## src/rtl/sound_sequencer.sv

```systemverilog
// sound_sequencer: looping melody plus priority-arbitrated SFX square-wave source.
// Optional build macro SFX_PAN_EN routes rotate/drop effects to a single channel.
module sound_sequencer #(
    parameter int unsigned BEAT_CYCLES = 12500000,
    parameter int unsigned SONG_LEN    = 64,
    parameter int unsigned SFX_BEATS   = 2,
    parameter logic [15:0] AMP         = 16'h2000,
    parameter int unsigned DIV_CLEAR   = 47755,
    parameter int unsigned DIV_DROP    = 381679,
    parameter int unsigned DIV_ROT     = 75873
) (
    input  logic        clk,
    input  logic        rst_n,
    input  logic        en,
    input  logic [2:0]  sfx_req,
    output logic [2:0]  sfx_ack,
    output logic [5:0]  rom_addr,
    input  logic [21:0] rom_data,
    output logic [15:0] audio_left,
    output logic [15:0] audio_right,
    output logic        sfx_busy,
    output logic [5:0]  beat_idx
);

    localparam int unsigned SFX_CYCLES = BEAT_CYCLES * SFX_BEATS;
    localparam int TW = $clog2(SFX_CYCLES + 1);
    localparam logic [TW-1:0] BEAT_LAST = TW'(BEAT_CYCLES - 1);
    localparam logic [TW-1:0] SFX_LAST  = TW'(SFX_CYCLES - 1);
    localparam logic [5:0]    IDX_LAST  = 6'(SONG_LEN - 1);
    localparam logic [15:0]   NEG_AMP   = ~AMP + 16'd1;

    typedef enum logic [2:0] {
        S_IDLE, S_FETCH, S_LOAD, S_PLAY, S_SFX
    } state_e;

    state_e        state_q, state_d;
    logic [5:0]    beat_idx_q, beat_idx_d;
    logic [TW-1:0] timer_q, timer_d;
    logic [21:0]   div_q, div_d;
    logic [21:0]   cnt_q, cnt_d;
    logic          phase_q, phase_d;
    logic [2:0]    sfx_q, sfx_d;
    logic [15:0]   left_q, left_d;
    logic [15:0]   right_q, right_d;

    logic [2:0]    win;
    logic [21:0]   win_div;
    logic          take;
    logic          tone_run;
    logic          live;
    logic [15:0]   smp;

    // Pick the highest-priority pending request and decide whether it is taken.
    always_comb begin
        win     = 3'b000;
        win_div = '0;
        priority case (1'b1)
            sfx_req[2]: begin win = 3'b100; win_div = 22'(DIV_CLEAR); end
            sfx_req[1]: begin win = 3'b010; win_div = 22'(DIV_DROP);  end
            sfx_req[0]: begin win = 3'b001; win_div = 22'(DIV_ROT);   end
            default:    begin win = 3'b000; win_div = '0;             end
        endcase
        if (state_q == S_SFX) take = (win > sfx_q);
        else                  take = (win != 3'b000);
    end

    // Next-state, timers, tone generator and sample selection.
    always_comb begin
        state_d    = state_q;
        beat_idx_d = beat_idx_q;
        timer_d    = timer_q;
        div_d      = div_q;
        cnt_d      = cnt_q;
        phase_d    = phase_q;
        sfx_d      = sfx_q;
        sfx_ack    = 3'b000;
        tone_run   = 1'b0;
        live       = 1'b0;
        smp        = '0;
        left_d     = '0;
        right_d    = '0;

        case (state_q)
            S_IDLE: if (en) state_d = S_FETCH;
            S_FETCH: state_d = en ? S_LOAD : S_IDLE;
            S_LOAD: begin
                if (en) begin
                    div_d   = rom_data;
                    cnt_d   = '0;
                    phase_d = 1'b0;
                    timer_d = '0;
                    state_d = S_PLAY;
                end else begin
                    state_d = S_IDLE;
                end
            end
            S_PLAY: begin
                if (!en) begin
                    state_d = S_IDLE;
                end else begin
                    tone_run = 1'b1;
                    if (timer_q == BEAT_LAST) begin
                        timer_d    = '0;
                        beat_idx_d = (beat_idx_q == IDX_LAST) ? 6'd0
                                   : beat_idx_q + 6'd1;
                        state_d    = S_FETCH;
                    end else begin
                        timer_d = timer_q + 1'b1;
                    end
                end
            end
            S_SFX: begin
                tone_run = 1'b1;
                if (timer_q == SFX_LAST) state_d = en ? S_FETCH : S_IDLE;
                else                     timer_d = timer_q + 1'b1;
            end
            default: state_d = S_IDLE;
        endcase

        if (tone_run) begin
            if (div_q == '0) begin
                cnt_d = '0;
            end else if (cnt_q == div_q - 22'd1) begin
                cnt_d   = '0;
                phase_d = ~phase_q;
            end else begin
                cnt_d = cnt_q + 22'd1;
            end
        end

        // An accepted effect restarts from a clean tone; the beat is kept.
        if (take) begin
            sfx_ack    = win;
            sfx_d      = win;
            div_d      = win_div;
            cnt_d      = '0;
            phase_d    = 1'b0;
            timer_d    = '0;
            beat_idx_d = beat_idx_q;
            state_d    = S_SFX;
        end

        if (state_d == S_IDLE) beat_idx_d = '0;

        live = (state_q == S_PLAY || state_q == S_SFX)
            && (state_d == state_q) && (div_q != '0);
        smp  = phase_q ? AMP : NEG_AMP;
        if (live) begin
            left_d  = smp;
            right_d = smp;
`ifdef SFX_PAN_EN
            if (state_q == S_SFX && sfx_q[0]) right_d = '0;
            if (state_q == S_SFX && sfx_q[1]) left_d  = '0;
`endif
        end
    end

    // State and datapath registers.
    always_ff @(posedge clk or negedge rst_n) begin
        if (!rst_n) begin
            state_q    <= S_IDLE;
            beat_idx_q <= '0;
            timer_q    <= '0;
            div_q      <= '0;
            cnt_q      <= '0;
            phase_q    <= 1'b0;
            sfx_q      <= '0;
            left_q     <= '0;
            right_q    <= '0;
        end else begin
            state_q    <= state_d;
            beat_idx_q <= beat_idx_d;
            timer_q    <= timer_d;
            div_q      <= div_d;
            cnt_q      <= cnt_d;
            phase_q    <= phase_d;
            sfx_q      <= sfx_d;
            left_q     <= left_d;
            right_q    <= right_d;
        end
    end

    assign rom_addr    = beat_idx_q;
    assign beat_idx    = beat_idx_q;
    assign audio_left  = left_q;
    assign audio_right = right_q;
    assign sfx_busy    = (state_q == S_SFX);

endmodule

```

## config.mk

```make
export PLATFORM = sky130hd
export DESIGN_NAME = sound_sequencer
export DESIGN_NICKNAME = d
export VERILOG_FILES = /design/src/rtl/sound_sequencer.sv
export SDC_FILE = /design/constraint.sdc
export NUM_CORES = 1
export LEC_CHECK = 0
export CAP_MARGIN = 20
export CORE_MARGIN = 2
export CORE_UTILIZATION = 28
export DETAILED_ROUTE_END_ITERATION = 10
export PLACE_DENSITY = 0.49
export SYNTH_ARGS = -nofsm -noshare
export SYNTH_HDL_FRONTEND = slang
export SYNTH_SLANG_ARGS = --single-unit
```

## constraint.sdc

```tcl
create_clock -name clk -period 3.2 [get_ports clk]
set_clock_uncertainty 0.15 [all_clocks]
set_input_delay 0.64 -clock clk [delete_from_list [all_inputs] [get_ports clk]]
set_output_delay 0.64 -clock clk [all_outputs]
set_load 0.01 [all_outputs]
```

==> results.sh <==
export IMPL_worst_pin_slew_ns=0.7381
export IMPL_syn_inst=682
export IMPL_antenna_cells=0
export IMPL_clock_latency_ns=0.35
export IMPL_post_route_cell_area_um2=7088
export IMPL_grt_remaining_overflow=0
export IMPL_grt_pass1_wl_um=26940
export IMPL_wl_per_cell_um=16.30
export IMPL_violations="negative setup slack"
export IMPL_fp_dieH_um=145.4
export IMPL_wirelength_um=16640
export IMPL_drtIter0Drc=366
export IMPL_synthFlopType="dfrtp_1"
export IMPL_syn_area_um2=5600
export IMPL_drtAntennaViolNets=0
export IMPL_cts_tree="done"
export IMPL_drv_slew=0
export IMPL_cp_end_kind="register"
export IMPL_crit_type="reg2reg"
export IMPL_io_pins=76
export IMPL_gr_usage_all_layers=0.1567
export IMPL_start_kind="register"
export IMPL_core_area_um2=19530
export IMPL_ys_ff_latch=84
export IMPL_synth_avg_cell_area_um2=8.212
export IMPL_area_growth_pct=26.56
export IMPL_critPathMaxFanout=7
export IMPL_grt_max_degree=45
export IMPL_p_leak_nw=2.941
export IMPL_synth_top_area_frac=0.3753
export IMPL_ir_drop_uv=321.6
export IMPL_synth_cell_types=60
export IMPL_hp_class="in2async"
export IMPL_fin_crit_sh=1.000
export IMPL_finish_utilization=0.3630
export IMPL_gp_congestion=0.8738
export IMPL_max_slew_margin=0.5041
export IMPL_worst_slack_ns=-0.0006275
export IMPL_clk_path_buf_depth=2
export IMPL_dp_cells=999
export IMPL_async_flop_share=1.000
export IMPL_yosys_warnings=0
export IMPL_max_freq_mhz=312.4
export IMPL_dr_pass1_iters=5
export IMPL_power_mw=4.841
export IMPL_cp_data_required_time_ns=3.28
export IMPL_fp_dieW_um=145.4
export IMPL_start_util=0.2868
export IMPL_stdcell_count=1021
export IMPL_hold_slack_ns=0.1418
export IMPL_portBuffers=49
export IMPL_ys_top_cells_by_area="dfrtp_1, nand2_1, buf_4, xnor2_1, nor2_1"
export IMPL_clk_pin_slew_ns=0.06
export IMPL_rsz0062_at_grt="true"
export IMPL_setup_tns_ns=-0.0006275
export IMPL_run_status="finished, violations left"
export IMPL_hold_viol=0
export IMPL_final_min_clock_period_ns=3.201
export IMPL_synth_edf_count=0
export IMPL_setup_viol_count_final=1
export IMPL_pre_cts_ws_ns=-0.4346
export IMPL_clock_root_buffer="clkbuf_16"
export IMPL_numCtsBuffers=9
export IMPL_drc=0
export IMPL_synth_top_area_cell="dfrtp_1"
export IMPL_fin_nets=786
export IMPL_critPathArrivalTime_ns=3.28
export IMPL_dpl_instance_area_um2=6533
export IMPL_clkSinkCount=84
export IMPL_die_area_um2=21150
export IMPL_num_rows=51
export IMPL_post_dp_hpwl_um=12060
export IMPL_drv_cap=0
export IMPL_avgViaCountPerCell=5.017
export IMPL_p_per_area_nw_per_um2=683.0
export IMPL_grt_pass1_vias=5013
export IMPL_layout_drive_gt1_share=0.1455
export IMPL_via_count=5122
export IMPL_seq_area_frac_synth=0.3753
export IMPL_antenna_found_initial=0
export IMPL_htreeDepth=3
## flip-flops by register name, summed over array words and instances (netlist names)
register     flops
state_q          3
phase_q          1
div_q           22
cnt_q           22
sfx_q            3
beat_idx         6
timer_q         25
audio_right      2
## synthesized netlist by cell type (all sizes together), types with 3 or more instances
cell and count:
xor2 7, ha 7, nand2b 6, o31ai 19, o21ai 42, nor4 16
mux2i 4, or2 4, nor2 68, and3 8, nand2 95, buf 47
dfrtp 84, a221o 9, inv 17, nor2b 17, nor3 14, a211oi 4
nand3b 3, or3 6, and4 3, clkbuf 24, and2 11, a21o 13
xnor2 29, a22o 5, a31oi 17, nand4 13, or4 4, nor4b 5
a21oi 24, nand3 34
## placed cells by master, fill, tap and decap left out, types with 6 or more instances in the layout
cell type	Yosys	routed
clkdlybuf4s50_1	0	42
a221o_1	9	9
nand2b_1	6	6
o31ai_1	19	17
and2_1	11	10
dfrtp_1	84	84
nor2_2	1	6
nor4_1	12	11
nand2_1	95	94
clkbuf_16	0	12
inv_1	17	15
a21o_1	13	13
and3_1	8	8
xor2_1	7	7
o21ai_0	41	40
nand4_1	13	13
nor2_1	67	62
or3_1	6	6
nor3_1	13	13
xnor2_1	29	29
buf_4	36	46
a31oi_1	17	17
conb_1	1	26
nand3_1	34	34
a21oi_1	24	23
nor2b_1	17	16
## final timing paths
check                           startpoint          to  slack (ns)  cells past startpoint
worst max-delay path              div_q[0]   cnt_q[21]     -0.0006                     11
worst min-delay path                 rst_n    div_q[2]        0.14                      1
worst max register to register    div_q[0]   cnt_q[21]     -0.0006                     11
worst min register to register    sfx_q[1]    sfx_q[1]        0.33                      1
max in group asynchronous            rst_n  timer_q[4]        2.09                      2
min in group clk                  sfx_q[1]    sfx_q[1]        0.33                      1
## layer usage
layer / up-vias / share of wire / global-route usage
li1: 2494 / - / -
met1: 2505 / 0.44 / 0.1950
met2: 108 / 0.51 / 0.2754
met3: 15 / 0.039 / 0.03417
met4: 0 / 0.016 / 0.04069
met5: - / 0 / 0
## repair_timing
item / in CTS / in global routing
hold buffers: 0 / 0
cloned: 0 / 3
pin swaps: 1 / 17
resized for setup: 12 / 32
setup endpoints to repair: 3 / 26
setup buffers: 2 / 2
## cells by family after synthesis
group                    Yosys count  synth area share
adder cells (fa/ha/maj)            7           0.01564
other                              1         0.0006696
AND/OR/NAND/NOR                  312            0.2828
XOR/XNOR                          36           0.05630
buffers and inverters             88           0.08557
multiplexers                       6           0.01117
flip-flops                        84            0.3753
AO/OA/AOI/OAI                    148            0.1725
## critical path: stages (launching register included)
cell and delay, ns:
dfrtp_1 0.39, inv_2 0.08, ha_4 0.13, or4b_4 0.49, a311o_1 0.29, mux2_4 0.29, o31ai_4 0.23, nand2_2 0.09
nor4_4 0.32, nor2_2 0.13, clkbuf_16 0.18, a221o_1 0.31
## where the power goes
part           switching [mW]  total (mW)  internal, mW
sequential              0.206        1.43          1.23
combinational            1.26        2.27          1.02
clock                   0.433        1.13         0.701
## layout make-up
cell class	instances	area [um2]
Timing Repair Buffer	104	1025
Fill cell	2069	12440
Clock inverter	5	75.07
Multi-Input combinational cell	535	3248
Tap cell	265	331.6
Sequential cell	84	2102
Clock buffer	11	242.7
Inverter	17	63.81
Note: power is estimated with default switching activity, not from simulation.
